`config.mk`:
```
export PLATFORM = sky130hd
export DESIGN_NAME = display_in
export DESIGN_NICKNAME = d
export VERILOG_FILES = /design/src/rtl/display_in.sv
export SDC_FILE = /design/constraint.sdc
export NUM_CORES = 1
export LEC_CHECK = 0
export CAP_MARGIN = 30
export CORE_UTILIZATION = 52
export CTS_CLUSTER_SIZE = 14
export DETAILED_ROUTE_END_ITERATION = 8
export GPL_ROUTABILITY_DRIVEN = 0
export HOLD_SLACK_MARGIN = 0.1
export PLACE_DENSITY_LB_ADDON = 0.05
export SLEW_MARGIN = 20
export SYNTH_ARGS = -nofsm -noshare
export SYNTH_HDL_FRONTEND = slang
export SYNTH_SLANG_ARGS = --single-unit
```
`constraint.sdc`:
```
create_clock -name clk -period 2.4 [get_ports clk]
set_clock_uncertainty 0.1 [all_clocks]
set_input_delay 0.48 -clock clk [delete_from_list [all_inputs] [get_ports clk]]
set_output_delay 0.48 -clock clk [all_outputs]
set_load 0.02 [all_outputs]
```
`src/rtl/display_in.sv`:
```
// display_in: serial segment-frame receiver that deserializes an LSB-first
// 8*DIGITS-bit seven-segment frame and decodes it back to a BCD word.
// Ports: clk/reset (async, active-high), enable (edge qualifier), ser_in and
// frame_active (serial data plus strobe), and registered outputs: bcd_out,
// frame_valid, decode_error, framing_error and frame_count.
module display_in #(
   parameter int DIGITS = 4
) (
   input  logic                clk,
   input  logic                reset,
   input  logic                enable,
   input  logic                ser_in,
   input  logic                frame_active,
   output logic [4*DIGITS-1:0] bcd_out,
   output logic                frame_valid,
   output logic                decode_error,
   output logic                framing_error,
   output logic [15:0]         frame_count
);
   localparam int FRAME_BITS = 8 * DIGITS;
   localparam int CNT_W      = $clog2(FRAME_BITS + 1);
   localparam int IDX_W      = $clog2(FRAME_BITS);
   localparam logic [CNT_W-1:0] FULL = CNT_W'(FRAME_BITS);

   typedef enum logic [1:0] {SYNC, IDLE, SHIFT, DISCARD} state_t;

   state_t                state_q, state_d;
   logic [FRAME_BITS-1:0] shift_q, shift_d;
   logic [CNT_W-1:0]      bit_count_q, bit_count_d;
   logic [4*DIGITS-1:0]   bcd_q, bcd_d;
   logic                  frame_valid_q, frame_valid_d;
   logic                  decode_error_q, decode_error_d;
   logic                  framing_error_q, framing_error_d;
   logic [15:0]           frame_count_q, frame_count_d;

   logic [4*DIGITS-1:0]   dec_bcd;
   logic                  dec_err;
   logic [4:0]            dec;

   // Returns {illegal, digit}; the dp bit is ignored.
   function automatic logic [4:0] seg_decode(input logic [7:0] seg);
      logic [4:0] r;
      case (seg[6:0])
         7'h3F:   r = 5'h00;
         7'h06:   r = 5'h01;
         7'h5B:   r = 5'h02;
         7'h4F:   r = 5'h03;
         7'h66:   r = 5'h04;
         7'h6D:   r = 5'h05;
         7'h7D:   r = 5'h06;
         7'h07:   r = 5'h07;
         7'h7F:   r = 5'h08;
         7'h6F:   r = 5'h09;
         default: r = 5'h1F;
      endcase
      return r;
   endfunction

   always_comb begin
      dec_bcd = '0;
      dec_err = 1'b0;
      dec     = '0;
      for (int i = 0; i < DIGITS; i++) begin
         dec                 = seg_decode(shift_q[8*i +: 8]);
         dec_bcd[4*i +: 4]   = dec[3:0];
         dec_err             = dec_err | dec[4];
      end
   end

   // State register and datapath registers.
   always_ff @(posedge clk or posedge reset) begin
      if (reset) begin
         state_q         <= SYNC;
         shift_q         <= '0;
         bit_count_q     <= '0;
         bcd_q           <= '0;
         frame_valid_q   <= 1'b0;
         decode_error_q  <= 1'b0;
         framing_error_q <= 1'b0;
         frame_count_q   <= '0;
      end else begin
         state_q         <= state_d;
         shift_q         <= shift_d;
         bit_count_q     <= bit_count_d;
         bcd_q           <= bcd_d;
         frame_valid_q   <= frame_valid_d;
         decode_error_q  <= decode_error_d;
         framing_error_q <= framing_error_d;
         frame_count_q   <= frame_count_d;
      end
   end

   // Next-state logic; a disabled edge leaves the state where it is.
   always_comb begin
      state_d = state_q;
      if (enable) begin
         case (state_q)
            SYNC:    if (!frame_active) state_d = IDLE;
            IDLE:    if (frame_active) state_d = SHIFT;
            SHIFT: begin
               if (frame_active) begin
                  if (bit_count_q == FULL) state_d = DISCARD;
               end else begin
                  state_d = IDLE;
               end
            end
            DISCARD: if (!frame_active) state_d = IDLE;
            default: state_d = SYNC;
         endcase
      end
   end

   // Datapath/output next values. Pulses default low, so a disabled edge
   // drops them while everything else holds.
   always_comb begin
      shift_d         = shift_q;
      bit_count_d     = bit_count_q;
      bcd_d           = bcd_q;
      frame_valid_d   = 1'b0;
      decode_error_d  = decode_error_q;
      framing_error_d = 1'b0;
      frame_count_d   = frame_count_q;
      if (enable) begin
         case (state_q)
            IDLE: begin
               if (frame_active) begin
                  shift_d     = '0;
                  shift_d[0]  = ser_in;
                  bit_count_d = CNT_W'(1);
               end
            end
            SHIFT: begin
               if (frame_active) begin
                  if (bit_count_q == FULL) begin
                     framing_error_d = 1'b1;
                  end else begin
                     shift_d[bit_count_q[IDX_W-1:0]] = ser_in;
                     bit_count_d = bit_count_q + CNT_W'(1);
                  end
               end else if (bit_count_q == FULL) begin
                  bcd_d          = dec_bcd;
                  frame_valid_d  = 1'b1;
                  decode_error_d = dec_err;
                  frame_count_d  = frame_count_q + 16'd1;
               end else begin
                  framing_error_d = 1'b1;
               end
            end
            default: ;
         endcase
      end
   end

   assign bcd_out       = bcd_q;
   assign frame_valid   = frame_valid_q;
   assign decode_error  = decode_error_q;
   assign framing_error = framing_error_q;
   assign frame_count   = frame_count_q;

endmodule

```
==> flow_metrics.tcl <==
set metrics [dict create \
    viasPerCell 5.818 \
    drv_slew 0 \
    clk_root_buffer_cell "clkbuf_8" \
    p_leak_nw 2.148 \
    insertion_delay_ns 0.34 \
    critPathArrivalTime_ns 2.33 \
    grt_setup_unrepaired "false" \
    power.density_nw_per_um2 699.3 \
    dieWidth_microns 89.64 \
    overflow 0 \
    report.power.total_mw 3.414 \
    async_flop_share_pct 100.0 \
    synth_edf_count 0 \
    grt_max_degree 72 \
    power.switching_mw 1.103 \
    fin_crit_ns 2.201 \
    dp_hpwl_mm 6.595 \
    clk_pin_slew_ns 0.07 \
    synth.top_cells.by_area "dfrtp_1 (44%), nand2_1 (5.5%), o21ai_0 (4.8%)" \
    setup_viol 0 \
    synth_area_sq_um 3994 \
    area_delta_synth_final_pct 22.24 \
    vias 3462 \
    p_int_mw 2.311 \
    antenna_found_initial 0 \
    antenna_cells 0 \
    hold_viol 0 \
    end_kind "register" \
    htreeDepth 3 \
    layout-drive-gt1-share_pct 13.10 \
    yosys_warnings 0 \
    fin_tns_setup_ns 0 \
    detail_route.wl_per_cell_microns 15.56 \
    ys_ff_latch 71 \
    crit_start "shift_q[14]" \
    cap_violations 0 \
    syn_inst 434 \
    initial_core_util_pct 54.48 \
    cts_buffers 9 \
    port_buffers 39 \
    firstDrtPassIters 5 \
    slew_headroom_pct 57.40 \
    gr-usage-all-layers_pct 25.50 \
    nFillCells 602 \
    cp.required_ns 2.53 \
    rr_startpoint "shift_q[14]" \
    ant_nets 0 \
    cts_tree "done" \
    place_ws_ns 0.0002585 \
    fmax_mhz 454.4 \
    rows 31 \
    post-route-drc-count 0 \
    swShare_pct 32.32 \
    io_pins 40 \
    dieArea_sq_um 8035 \
    synth_area_per_cell_sq_um 9.202 \
    worst_hold_path_type "register to register" \
    pwr-share-comb_pct 26.6 \
    p_clk_share_pct 31.7 \
    cts.repair.resized 0 \
    status "complete, no violations" \
    grt_pass1_vias 3173 \
    period_share_pct 91.70 \
    ctsHoldBuffers 0 \
    synth_top_area_share_pct 44.49 \
    synth_top_cell_by_area "dfrtp_1" \
    hold_slack_ns 0.3752 \
    syn_nets 448 \
    cp-start-kind "register" \
    wl_mm 9.256 \
    seq_area_frac_synth_pct 44.49 \
    worst_slew_pin_slew_ns 0.6307 \
    drt-initial-drc-count 127 \
    final_nets 505 \
    clock_path_buffers 2 \
    hp-start "frame_count[15]" \
    vdd_drop_max_mv 0.4965 \
    criticalPathCategory "register to register" \
    yosysUniqueCellTypes 64 \
    setup_ws_ns 0.1992 \
    postCtsSetupBuffers 0 \
    path_max_fanout 8 \
    die_h_microns 89.64 \
    grt_pass1_wl_mm 15.41 \
    core-area_sq_um 7331 \
    cts_sinks 71 \
    seqPwrFrac_pct 41.7 \
    synthFlopType "dfrtp_1" \
]
cell usage after synthesis (6+ instances only):
master / count
dfrtp_1: 71
nand2_1: 58
and3_1: 10
nand3_1: 24
a31oi_1: 6
o21ai_0: 38
mux2i_1: 8
clkbuf_1: 15
nand4_1: 8
nor2_1: 29
nor3_1: 7
ha_1: 9
a21oi_1: 19
xnor2_1: 14
inv_1: 11
xor2_1: 9
kinds of logic (layout without fill, tap and decap cells):
group	after synthesis	count (layout)	synth area share, %
buf+inv	33	95	3.383
fa+ha+maj	9	9	2.820
mux	13	13	3.415
simple gates	182	182	24.25
compound gates	103	103	16.60
flops	71	71	44.49
xor+xnor	23	23	5.044
per-layer routing:
layer,part of all wire [%],global-route usage (%)
met1,47,34.72
met4,3.0,11.40
met5,0,0
met2,46,40.29
met3,3.7,4.022
cell usage in the layout, fill, tap and decap left out, drive strengths merged, types with 11 or more instances in the layout:
cell	instances
xnor2	14
nand2	58
nor2	29
inv	11
a21oi	19
clkdlybuf4s50	39
nand3	24
clkbuf	13
dfrtp	71
buf	29
o21ai	38
sequential cells by signal (all words and copies together) (netlist names):
signal / flops
decode_error: 1
shift_q: 28
frame_valid: 1
framing_error: 1
bcd_out: 16
bit_count_q: 6
state_q: 2
frame_count: 16
stage by stage:
stage	utilization [%]	std cells	instance area, sq um
after floorplan	-	434	3994
after global placement	63.53	579	4657
after detailed placement	63.53	579	4657
after CTS	66.58	595	4881
after global routing	66.60	595	4882
final	66.60	595	4882
final timing paths:
| kind | endpoint | slack [ns] | cells after the start |
|---|---|---|---|
| min in group asynchronous | shift_q[10] | 0.41 | 3 |
| worst max register to register | decode_error | 0.20 | 6 |
| worst min register to register | frame_count[15] | 0.38 | 1 |
| worst max-delay path | decode_error | 0.20 | 6 |
| worst min-delay path | frame_count[15] | 0.38 | 1 |
| max in group asynchronous | shift_q[5] | 1.47 | 3 |
layout make-up:
type | count | area [sq um] | share of cell area (%)
Clock buffer | 13 | 158.9 | 3.255
Sequential cell | 71 | 1777 | 36.39
Timing Repair Buffer | 68 | 633.1 | 12.97
Multi-Input combinational cell | 330 | 2083 | 42.67
Inverter | 11 | 41.29 | 0.8457
Tap cell | 99 | 123.9 | 2.537
Clock inverter | 3 | 65.06 | 1.333
power by group through the flow:
stage / registers, mW / logic [mW] / clock network [mW]
global placement: 1.43 / 0.889 / 0
floorplan: 1.41 / 0.614 / 0
global route: 1.44 / 1.01 / 1.16
finish: 1.42 / 0.909 / 1.08
detailed placement: 1.44 / 0.902 / 0
CTS: 1.42 / 0.906 / 1.10
critical path: stages (launching register included):
cell and delay, ns:
dfrtp_1 0.47, or3b_2 0.47, a2111oi_0 0.38, a2111oi_0 0.15, buf_4 0.18, nor3_1 0.23, a21oi_1 0.10
Note: power is estimated with default switching activity, not from simulation.
